File: src/rtl/wb_stage.sv
// wb_stage: writeback stage of the five-stage MIPS pipeline.
//
// It registers the M-stage results into the W pipeline register. From the W
// fields it extracts and extends load data, selects the final result and drives
// the register-file write port. It also counts retired (non-bubble)
// instructions.
//
// Ports:
//   clk, reset            system clock; synchronous active-high reset
//   flushM                turn this cycle's M->W transfer into a bubble
//   instrM, pcM           M-stage instruction word and PC
//   aluoutM               ALU result (low 2 bits are the load byte offset)
//   dmrdataM              raw aligned word read from data memory
//   regwriteM, regaddrM   M-stage GPR write request and destination
//   wbselM                result select: 0 ALU, 1 memory, 2 PC+8, 3 as 0
//   RegWrite/Addr/Data    GPR write port
//   instrW, pcW           W-stage instruction and PC
//   retired               count of non-bubble instructions that reached W
module wb_stage #(
  parameter logic [31:0] PC_RESET = 32'h0000_3000,
  parameter int unsigned CNT_W    = 32
) (
  input  logic             clk,
  input  logic             reset,
  input  logic             flushM,
  input  logic [31:0]      instrM,
  input  logic [31:0]      pcM,
  input  logic [31:0]      aluoutM,
  input  logic [31:0]      dmrdataM,
  input  logic             regwriteM,
  input  logic [4:0]       regaddrM,
  input  logic [1:0]       wbselM,
  output logic             RegWrite,
  output logic [4:0]       RegAddr,
  output logic [31:0]      RegData,
  output logic [31:0]      instrW,
  output logic [31:0]      pcW,
  output logic [CNT_W-1:0] retired
);

  localparam logic [5:0] OpLb  = 6'h20;
  localparam logic [5:0] OpLh  = 6'h21;
  localparam logic [5:0] OpLw  = 6'h23;
  localparam logic [5:0] OpLbu = 6'h24;
  localparam logic [5:0] OpLhu = 6'h25;

  logic [31:0] aluoutW;
  logic [31:0] dmrdataW;
  logic        regwriteW;
  logic [4:0]  regaddrW;
  logic [1:0]  wbselW;

  // W pipeline register. No stall: W always loads. A flush keeps the PC so
  // the bubble still carries a meaningful pcW.
  always_ff @(posedge clk) begin
    if (reset) begin
      instrW    <= '0;
      pcW       <= PC_RESET;
      aluoutW   <= '0;
      dmrdataW  <= '0;
      regwriteW <= 1'b0;
      regaddrW  <= '0;
      wbselW    <= '0;
    end else if (flushM) begin
      instrW    <= '0;
      pcW       <= pcM;
      aluoutW   <= '0;
      dmrdataW  <= '0;
      regwriteW <= 1'b0;
      regaddrW  <= '0;
      wbselW    <= '0;
    end else begin
      instrW    <= instrM;
      pcW       <= pcM;
      aluoutW   <= aluoutM;
      dmrdataW  <= dmrdataM;
      regwriteW <= regwriteM;
      regaddrW  <= regaddrM;
      wbselW    <= wbselM;
    end
  end

  // Retired counter: counts captured instructions that are neither bubbles
  // nor all-zero nops. Wraps naturally.
  always_ff @(posedge clk) begin
    if (reset) begin
      retired <= '0;
    end else if (!flushM && (instrM != 32'd0)) begin
      retired <= retired + CNT_W'(1);
    end
  end

  // Load extraction from the W fields.
  logic [5:0]  opW;
  logic [1:0]  offW;
  logic [7:0]  byteSel;
  logic [15:0] halfSel;
  logic [31:0] loadData;

  assign opW  = instrW[31:26];
  assign offW = aluoutW[1:0];

  always_comb begin
    byteSel = dmrdataW[7:0];
    unique case (offW)
      2'd0: byteSel = dmrdataW[7:0];
      2'd1: byteSel = dmrdataW[15:8];
      2'd2: byteSel = dmrdataW[23:16];
      2'd3: byteSel = dmrdataW[31:24];
      default: byteSel = dmrdataW[7:0];
    endcase
    // Halfword loads ignore offset bit 0.
    halfSel = offW[1] ? dmrdataW[31:16] : dmrdataW[15:0];

    loadData = dmrdataW;
    case (opW)
      OpLb:    loadData = {{24{byteSel[7]}}, byteSel};
      OpLbu:   loadData = {24'd0, byteSel};
      OpLh:    loadData = {{16{halfSel[15]}}, halfSel};
      OpLhu:   loadData = {16'd0, halfSel};
      OpLw:    loadData = dmrdataW;
      default: loadData = dmrdataW;
    endcase
  end

  // Result select and write port. RegData is driven even when no write.
  always_comb begin
    RegData = aluoutW;
    case (wbselW)
      2'd1:    RegData = loadData;
      2'd2:    RegData = pcW + 32'd8;
      default: RegData = aluoutW;
    endcase
  end

  // Writes to $0 are suppressed here so the register file never sees them.
  assign RegWrite = regwriteW && (regaddrW != 5'd0);
  assign RegAddr  = regaddrW;

endmodule

File: config.mk
export PLATFORM = sky130hd
export DESIGN_NAME = wb_stage
export DESIGN_NICKNAME = d
export VERILOG_FILES = /design/src/rtl/wb_stage.sv
export SDC_FILE = /design/constraint.sdc
export NUM_CORES = 1
export LEC_CHECK = 0
export CAP_MARGIN = 20
export CORE_ASPECT_RATIO = 2
export CORE_MARGIN = 2
export CORE_UTILIZATION = 40
export DETAILED_ROUTE_END_ITERATION = 16
export PLACE_DENSITY = 0.74
export SLEW_MARGIN = 40
export SYNTH_ARGS = -nofsm -noshare
export SYNTH_HDL_FRONTEND = slang
export SYNTH_SLANG_ARGS = --single-unit
File: constraint.sdc
create_clock -name clk -period 3.9 [get_ports clk]
set_input_delay 1.17 -clock clk [delete_from_list [all_inputs] [get_ports clk]]
set_output_delay 1.17 -clock clk [all_outputs]
set_load 0.02 [all_outputs]
==> run_results.csv, run 1 <==
group,metric,value,unit
sta,rsz0062_at_grt,"true",
power_and_ir_drop,ir_drop,0.294,mV
sta,fmax,258,MHz
die,num_rows,69,
global_routing,grt_pass1_vias,6818,
clock_tree,cts_made_buffers,17,
die,die_y,192,um
placed_design,dp_hpwl,17000,um
clock_tree,cts_hold_buf,0,
die,core,0.0176,mm2
clock_tree,cts_tree,"built",
placed_design,dp.cells,1244,
synthesis,synth_warnings,0,
sta,finalSetupViolations,0,
route,drc_errors,0,
synthesis,syn-num-nets,913,
sta,clock_skew,8.64,ps
synthesis,synth_edf_count,0,
worst_setup_path,worstReg2RegStart,"retired[0]",
die,die_area,0.0189,mm2
power_and_ir_drop,p_sw_share,24.7,%
worst_setup_path,endpoint_kind,"output port",
hold_path,worstHoldEndpoint,"retired[31]",
route,drt-total-wl,23000,um
run,cap_violations,0,
worst_setup_path,critPathArrivalTime,2700,ps
status,status,"completed",
route,vias,6917,
final_layout,num-nets-final,1196,
clock_tree,clk_pin_slew,60,ps
sta,min_period,3870,ps
worst_setup_path,start_kind,"register",
route,wl_per_cell,18.0,um
synthesis,synth_top_area_cell,"dfxtp_1",
clock_tree,cts_root_buf,"clkbuf_16",
route,viasPerCell,5.41,
sta,timing.setup.tns,0,ps
placed_design,port_buffers,272,
synthesis,synth_top_area_share,47.4,%
power_and_ir_drop,p_leak,4.02,nW
sta,final-hold-violation-count,0,
clock_tree,cts.htree.levels,4,
synthesis,synthTopCellsByCount,"dfxtp_1 (168), and2_1 (106), nand2_1 (48)",
sta,relSlewSlack,49.7,%
global_routing,grt_usage,23.8,%
synthesis,async_flop_share,0,%
clock_tree,max-clock-path-buffers,2,
power_and_ir_drop,comb_power_share,13.1,%
worst_setup_path,rr_endpoint,"retired[30]",
worst_setup_path,crit_buf_inv,2,
hold_path,min_delay_path_depth,2,
die,initial_core_util,40.3,%
worst_setup_path,worstSetupPathType,"register to output port",
worst_setup_path,reg2reg_setup_slack,1690,ps
synthesis,ys_seq_elements,168,
global_routing,overflow,0,
clock_tree,insertion_delay,430,ps
worst_setup_path,crit_family,"simple AND/OR/NAND/NOR gates",
power_and_ir_drop,clock_power_share,40.9,%
final_layout,drive_gt1_share,10.7,%
placed_design,gp_congestion,0.923,
worst_setup_path,cpMaxStageDelayCell,"or4_4",
power_and_ir_drop,p_int,0.00300,W
global_routing,grt_first_pass_wirelength,35600,um
synthesis,synthCells,770,
worst_setup_path,slowest_delay,640,ps
final_layout,num_antenna_cells,0,
worst_setup_path,cp_data_required_time,2730,ps
route,antenna_left,0,
synthesis,yosysMostFrequentCell,"dfxtp_1",
global_routing,grt_start_max_net_pins,85,
power_and_ir_drop,power_switching,0.000983,W
power_and_ir_drop,seqPwrFrac,45.9,%
hold_path,hp-start,"retired[31]",
synthesis,synth_cell_types,56,
synthesis,ys_seq_area_share,47.4,%
synthesis,yosys-top-cells-area,"dfxtp_1 (47%), and2_1 (9.3%), nor2b_1 (3.3%), o21ai_0 (3.0%), a21oi_1 (3.0%)",
clock_tree,numClockSinks,168,
synthesis,syn_area_per_cell,9.22,um2
sta,period_share,99.3,%
die,io_pins,273,
global_routing,antenna_found_initial,0,
die,die_w,98.2,um
power_and_ir_drop,powerDensity,369,mW/mm2
sta,worst_slew_pin_slew,747,ps
worst_setup_path,crit_top_cell,"a21oi_1",
route,drt_pass1_iterations,5,
final_layout,final_cell_count_no_fill,1279,
worst_setup_path,reg2reg_depth,6,
sta,slew_viol_final,0,
synthesis,syn_area,0.00710,mm2
worst_setup_path,crit_chain,"ha_2 > nand3_2 > or4_4 > buf_4 > xnor2_1 > a21oi_1 > a21oi_1 > clkdlybuf4s15_1",
synthesis,dominantRegCellSynth,"dfxtp_1",
final_layout,synthToLayoutAreaGrowth,52.1,%
worst_setup_path,crit_path_max_fanout,5,
hold_path,hold_path_class,"register to register",
route,drt_iter0_markers,317,
==> logic make-up after synthesis <==
family          Yosys count  synth area share, %
simple gates            352                 29.1
flops                   168                 47.4
compound gates          148                 13.8
buf+inv                  52                 2.84
xor+xnor                 32                 3.95
mux                      14                 2.29
fa+ha+maj                 4                0.705
==> what timing repair did <==
item / 4_1_cts / 5_1_grt
gates resized for setup: 36 / 33
pin swaps: 2 / 4
setup endpoints to repair: 30 / 17
gates cloned: 0 / 0
setup buffers: 1 / 2
==> per-layer routing <==
layer	wire [um]	GRT usage (%)	vias up
li1	-	-	3292
met1	9210	28.8	3246
met2	11200	39.6	335
met3	1980	7.24	44
met4	651	9.48	0
met5	0	0	-
==> registers in the layout, summed over array words and instances, names as in the netlist <==
signal,count
RegAddr,5
aluoutW,32
dmrdataW,32
instrW,32
pcW,32
regwriteW,1
retired,32
wbselW,2
==> power by group through the flow <==
stage | Sequential [W] | Combinational, W | Clock, W
6_report | 0.00183 | 0.000523 | 0.00163
5_1_grt | 0.00183 | 0.000560 | 0.00172
4_1_cts | 0.00183 | 0.000524 | 0.00166
3_5_place_dp | 0.00186 | 0.000531 | 0
3_3_place_gp | 0.00186 | 0.000528 | 0
2_1_floorplan | 0.00190 | 0.000177 | 0
==> through the flow <==
stage | hold slack, ps | total power, W | worst slack [ps] | cell area [um2] | utilization [%]
2_1_floorplan | 551 | 0.00207 | 491 | 7100 | -
3_3_place_gp | 476 | 0.00239 | 108 | 10200 | 57.8
3_5_place_dp | 484 | 0.00239 | 70.1 | 10200 | 57.8
4_1_cts | 496 | 0.00401 | 3.01 | 10700 | 61.0
5_1_grt | 535 | 0.00411 | -49.1 | 10800 | 61.3
6_report | 495 | 0.00398 | 26.7 | 10800 | 61.3
==> worst reg2reg max path: stages, from the launching register on <==
cell	delay [ps]
dfxtp_1	400
ha_1	230
nand2_1	160
nor3_1	400
o2111ai_2	330
or4_1	470
a21oi_1	150
==> cell type report <==
cell class / count / area, um2
clock buffer: 22 / 474
clock inverter: 10 / 96.3
fill: 1558 / 6820
inverter: 11 / 41.3
multi-input combinational: 550 / 3590
sequential: 168 / 3370
tap: 213 / 267
timing repair buffer: 305 / 2960
==> how the worst max path moves through the flow <==
stage | cells past startpoint | startpoint | end | slack, ps
4_1_cts | 6 | instrW[27] | RegData[12] | 3
2_1_floorplan | 7 | pcW[3] | RegData[21] | 490
6_report | 8 | pcW[3] | RegData[17] | 30
3_3_place_gp | 6 | instrM[5] | retired[20] | 110
3_5_place_dp | 7 | pcW[3] | RegData[29] | 70
5_1_grt | 8 | pcW[4] | RegData[17] | -50
==> layout by cell type, fill, tap and decap left out, drive strengths merged, types with 8 or more instances in the layout <==
master / instances
nor4: 15
mux2: 8
clkbuf: 28
nand2: 48
nand3: 26
buf: 35
a221o: 8
or4: 9
a21oi: 42
dlygate4sd2: 18
nor2b: 37
dfxtp: 168
xor2: 13
xnor2: 19
and2: 106
o21ai: 43
a22oi: 8
nor3: 19
nand4: 14
o221ai: 14
inv: 11
or3: 22
nor2: 35
clkdlybuf4s50: 240
Note: power is estimated with default switching activity, not from simulation.
==> run 2: changes to the inputs <==
REMOVE_ABC_BUFFERS = 1   (was default)
SLEW_MARGIN = default   (was 40)
==> run 2 against run 1 <==
Compared with the run above: hold slack better by 15 ps; clock-buffer cell count decreased by 4; clock power fell by 4%; clock skew is 1.9 ps lower; sequential cell count stayed put; final cell count about the same; first-iteration DRC count increased by 3.8%; fmax rose by 1.6%; non-clock buffer count is 1 higher; via count fell by 0.56%; setup slack better by 60 ps.
==> run_results.csv, run 2 (synthesis results as in run 1) <==
group,metric,value,unit
clock_tree,cts_root_buf,"clkbuf_16",
placed_design,dp_hpwl,17900,um
die,die_y,192,um
route,antenna_left,0,
die,die_area,0.0189,mm2
clock_tree,clk_pin_slew,70,ps
worst_setup_path,crit_top_cell,"buf_4",
clock_tree,insertion_delay,430,ps
worst_setup_path,cp_data_required_time,2730,ps
sta,finalSetupViolations,0,
status,status,"completed",
worst_setup_path,worstSetupPathType,"register to output port",
hold_path,hp-start,"retired[31]",
hold_path,hold_path_class,"register to register",
hold_path,min_delay_path_depth,2,
global_routing,antenna_found_initial,0,
final_layout,multi_input_area,0.00364,mm2
final_layout,synthToLayoutAreaGrowth,52.6,%
worst_setup_path,slowest_delay,330,ps
global_routing,grt_first_pass_wirelength,36300,um
die,io_pins,273,
route,drt-total-wl,23700,um
route,drt_iter0_markers,329,
final_layout,drive_gt1_share,11.2,%
worst_setup_path,crit_start,"pcW[3]",
worst_setup_path,start_kind,"register",
worst_setup_path,endpoint_kind,"output port",
placed_design,gp_congestion,0.935,
global_routing,overflow,0,
sta,min_period,3810,ps
die,num_rows,69,
sta,worst_slew_pin_slew,636,ps
clock_tree,numClockSinks,168,
die,initial_core_util,40.3,%
sta,rsz0062_at_grt,"false",
power_and_ir_drop,ir_drop,0.258,mV
final_layout,num_antenna_cells,0,
final_layout,fin_util,61.5,%
clock_tree,cts_tree,"built",
sta,relSlewSlack,56.5,%
worst_setup_path,reg2reg_depth,6,
route,viasPerCell,5.37,
power_and_ir_drop,powerDensity,363,mW/mm2
die,die_w,98.2,um
die,core,0.0176,mm2
sta,timing.setup.tns,0,ps
power_and_ir_drop,p_leak,4.11,nW
final_layout,layout_commonest_cell,"clkdlybuf4s50_1",
sta,fmax,262,MHz
final_layout,final_cell_mix,"clkdlybuf4s50_1 (242), dfxtp_1 (158), and2_1 (106), nand2_1 (48), o21ai_0 (43)",
clock_tree,cts.htree.levels,4,
final_layout,fillerInstances,1518,
final_layout,regArea,0.00338,mm2
clock_tree,cts_hold_buf,0,
sta,whs,510,ps
placed_design,port_buffers,272,
worst_setup_path,cpMaxStageDelayCell,"dfxtp_1",
sta,period_share,97.8,%
worst_setup_path,critPathArrivalTime,2640,ps
route,vias,6878,
global_routing,grt_usage,24.4,%
global_routing,grt_pass1_vias,6679,
worst_setup_path,crit_chain,"buf_4 > nand3_1 > buf_4 > nor4_4 > buf_4 > nand4_1 > xnor2_1 > a221o_1 > dlygate4sd2_1",
sta,slew_viol_final,0,
sta,final-hold-violation-count,0,
global_routing,grt_start_max_net_pins,70,
final_layout,num-nets-final,1197,
route,wl_per_cell,18.6,um
clock_tree,max-clock-path-buffers,2,
route,drc_errors,0,
worst_setup_path,crit_path_max_fanout,5,
clock_tree,cts_made_buffers,17,
run,cap_violations,0,
worst_setup_path,worstReg2RegStart,"retired[0]",
sta,clock_skew,6.75,ps
route,drt_pass1_iterations,5,
run 2: cell count changes in the layout (fill, tap and decap cells not counted), moves of 2 or more:
cell	previous run	this run
clkbuf_8	3	0
dfxtp_1	163	158
nor4_4	3	5
dfxtp_2	5	9
inv_6	0	5
dlymetal6s2s_1	3	7
buf_4	29	33
clkbuf_2	6	1
clkdlybuf4s50_1	240	242
buf_12	3	0
run 2: critical path: cells and delay by family, from the launching register on:
kind	cells	cell delay, ps
compound gates	1	320
buf+inv	4	850
flops	1	330
xor+xnor	1	150
simple gates	3	550
run 2: area by class of cell:
class / count / area share, %
flip-flops and latches: 168 / 31.2
multi-input cells: 550 / 33.6
repair buffers: 306 / 27.4
inverters: 11 / 0.381
clock inverters: 14 / 1.06
clock buffers: 18 / 3.96
well taps: 213 / 2.46
run 2: final timing paths:
| kind | end | slack, ps |
|---|---|---|
| worst min-delay path | retired[31] | 510 |
| worst max register to register | retired[30] | 1730 |
| worst max-delay path | RegData[24] | 90 |
| worst min register to register | retired[31] | 510 |
run 2: what timing repair did:
item / in CTS / in global routing
pin swaps: 4 / 3
endpoints found under the setup margin: 31 / 15
resized for setup: 37 / 26
buffers inserted: 4 / 1
run 2: through the flow:
step | total power, W | worst slack (ps) | cell area, um2 | cells
final | 0.00393 | 87.1 | 10800 | 1280
after global routing | 0.00407 | 5.10 | 10800 | 1280
after CTS | 0.00396 | 6.21 | 10800 | 1279
after floorplan | 0.00206 | -21.4 | 6940 | 729
after global placement | 0.00239 | 81.9 | 10200 | 1243
after detailed placement | 0.00240 | 31.7 | 10200 | 1243
run 2: layer usage:
| metal | GRT usage (%) | wire length [um] |
|---|---|---|
| met2 | 40.8 | 11400 |
| met3 | 6.92 | 1990 |
| met5 | 0 | 0 |
| met1 | 31.3 | 10000 |
| met4 | 6.11 | 396 |
run 2: report_power, final:
group          leakage [nW]  switching (W)  internal (W)  total, W
logic                  2.47       0.000238      0.000290  0.000529
clock network         0.252       0.000745      0.000828   0.00157
registers              1.38      0.0000508       0.00178   0.00183
==> run 3: changes to the inputs <==
CORE_MARGIN = default   (was 2)
clock period = 3.53 ns   (was 3.9 ns; I/O delays follow)
==> run 3 against run 2 <==
Compared with the run above: combinational power rose by 19%; total power increased by 18%; cell area up 3.2%; hold slack worse by 28 ps; via count rose by 2.2%; die area shrank 3.1%; global-route usage grew 4.9 points; clock-buffer cell count is the same; sequential power increased by 9.8%.
==> run_results.csv, run 3 (synthesis results as in run 1) <==
group,metric,value,unit
worst_setup_path,worstSetupPathType,"register to output port",
global_routing,antenna_found_initial,1,
final_layout,layout_commonest_cell,"clkdlybuf4s50_1",
route,viasPerCell,5.32,
route,drc_errors,0,
global_routing,grt_pass1_vias,7180,
power_and_ir_drop,comb_power_share,13.5,%
sta,worst_slew_pin_slew,650,ps
power_and_ir_drop,seqPwrFrac,43.3,%
clock_tree,cts.htree.levels,4,
final_layout,fillerInstances,1448,
sta,rsz0062_at_grt,"true",
final_layout,regArea,0.00337,mm2
worst_setup_path,cp_data_required_time,2470,ps
sta,slew_viol_final,0,
global_routing,grt_start_max_net_pins,81,
die,io_pins,273,
clock_tree,cts_tree,"built",
sta,relSlewSlack,56.7,%
clock_tree,cts_made_buffers,17,
route,wl_per_cell,19.8,um
power_and_ir_drop,p_int,0.00352,W
final_layout,final_cell_mix,"clkdlybuf4s50_1 (239), dfxtp_1 (159), and2_1 (106), buf_4 (81), nand2_1 (48)",
worst_setup_path,crit_chain,"nand4_1 > buf_6 > or4_4 > buf_6 > nor4_4 > xor2_1 > a221o_1 > buf_4",
sta,final-hold-violation-count,0,
placed_design,port_buffers,272,
worst_setup_path,endpoint_kind,"output port",
sta,fmax,286,MHz
power_and_ir_drop,clock_power_share,43.2,%
worst_setup_path,crit_path_max_fanout,5,
clock_tree,numClockSinks,168,
die,die_w,96.2,um
die,die_area,0.0183,mm2
die,initial_core_util,41.1,%
route,drt_iter0_markers,272,
worst_setup_path,crit_top_cell,"buf_6",
clock_tree,cts_root_buf,"clkbuf_16",
sta,period_share,99.2,%
route,drt_pass1_iterations,5,
worst_setup_path,crit_family,"simple AND/OR/NAND/NOR gates",
final_layout,drive_gt1_share,17.1,%
route,vias,7027,
hold_path,hold_path_class,"register to register",
clock_tree,clk_pin_slew,60,ps
global_routing,grt_first_pass_wirelength,39200,um
global_routing,overflow,0,
route,antenna_left,0,
worst_setup_path,crit_buf_inv,3,
route,drt-total-wl,26100,um
final_layout,multi_input_area,0.00365,mm2
placed_design,dp_hpwl,20400,um
placed_design,postPlaceCellArea,0.0105,mm2
die,num_rows,68,
worst_setup_path,start_kind,"register",
sta,clock_skew,6.51,ps
sta,whs,482,ps
sta,min_period,3500,ps
worst_setup_path,slowest_delay,470,ps
power_and_ir_drop,power_switching,0.00113,W
die,core,0.0173,mm2
worst_setup_path,critPathArrivalTime,2440,ps
global_routing,grt_usage,29.4,%
clock_tree,insertion_delay,430,ps
power_and_ir_drop,powerDensity,416,mW/mm2
final_layout,finalInstanceArea,0.0112,mm2
run,cap_violations,0,
sta,finalSetupViolations,0,
power_and_ir_drop,ir_drop,0.338,mV
final_layout,synthToLayoutAreaGrowth,57.6,%
worst_setup_path,cpMaxStageDelayCell,"or4_4",
status,status,"completed",
clock_tree,max-clock-path-buffers,2,
power_and_ir_drop,p_sw_share,24.4,%
final_layout,num-nets-final,1240,
power_and_ir_drop,p_leak,4.23,nW
die,die_y,190,um
placed_design,gp_congestion,0.941,
[run 3: cell count changes in the layout (fill, tap and decap cells not counted), sizes merged, moves of 2 or more]
cell | previous run | this run
dlymetal6s2s | 7 | 0
buf | 35 | 99
dlygate4sd2 | 19 | 4
clkdlybuf4s50 | 242 | 239
clkbuf | 19 | 22
clkinvlp | 5 | 2
bufinv | 0 | 4
clkinv | 3 | 5
inv | 17 | 14
[run 3: power groups by stage]
stage | sequential [W] | clock [W] | combinational (W)
after global routing | 0.00202 | 0.00211 | 0.000665
after floorplan | 0.00210 | 0 | 0.000174
final | 0.00201 | 0.00201 | 0.000627
after global placement | 0.00205 | 0 | 0.000629
after CTS | 0.00201 | 0.00204 | 0.000624
after detailed placement | 0.00205 | 0 | 0.000631
[run 3: layout make-up]
cell class / count / share of cell area, %
inverter: 11 / 0.369
antenna: 1 / 0.0224
tap: 210 / 2.35
multi-input combinational: 550 / 32.7
clock buffer: 18 / 3.93
clock inverter: 14 / 1.76
timing repair buffer: 349 / 28.8
sequential: 168 / 30.2
[run 3: repair_timing]
action / 4_1_cts / 5_1_grt
gates cloned: 0 / 0
endpoints found under the setup margin: 30 / 21
hold buffers: 0 / 0
pin swaps: 1 / 5
buffers inserted: 2 / 1
gates resized for setup: 109 / 46
[run 3: path summary, 6_finish.rpt]
kind,startpoint,slack (ps),endpoint,cells past startpoint
hold / removal,retired[31],480,retired[31],2
setup / recovery,pcW[13],30,RegData[29],8
setup reg to reg,retired[0],1300,retired[30],6
hold reg to reg,retired[31],480,retired[31],2
[run 3: metrics by stage]
step	TNS, ps	setup WS, ps	util (%)	total power (W)	std cells
final	0	28.9	64.8	0.00465	1321
after global routing	-191	-72.1	64.8	0.00479	1321
after CTS	-36.4	-36.4	64.3	0.00468	1319
after detailed placement	0	45.3	60.8	0.00268	1285
after global placement	0	52.0	60.8	0.00268	1285
after floorplan	-489	-280	-	0.00227	729
[run 3: worst register-to-register path, cell delays in order, from the launching register on]
cell and delay [ps]:
dfxtp_1 400, ha_1 240, nand2_1 190, nor3_1 370
o2111ai_2 350, or4_1 480, a21oi_1 140
[run 3: metal layers]
layer | share of wire (%) | global-route usage [%] | vias to the layer above
li1 | - | - | 3370
met1 | 33 | 27.2 | 3326
met2 | 56 | 55.7 | 250
met3 | 5.3 | 6.82 | 81
met4 | 5.7 | 17.1 | 0
met5 | 0 | 0 | -
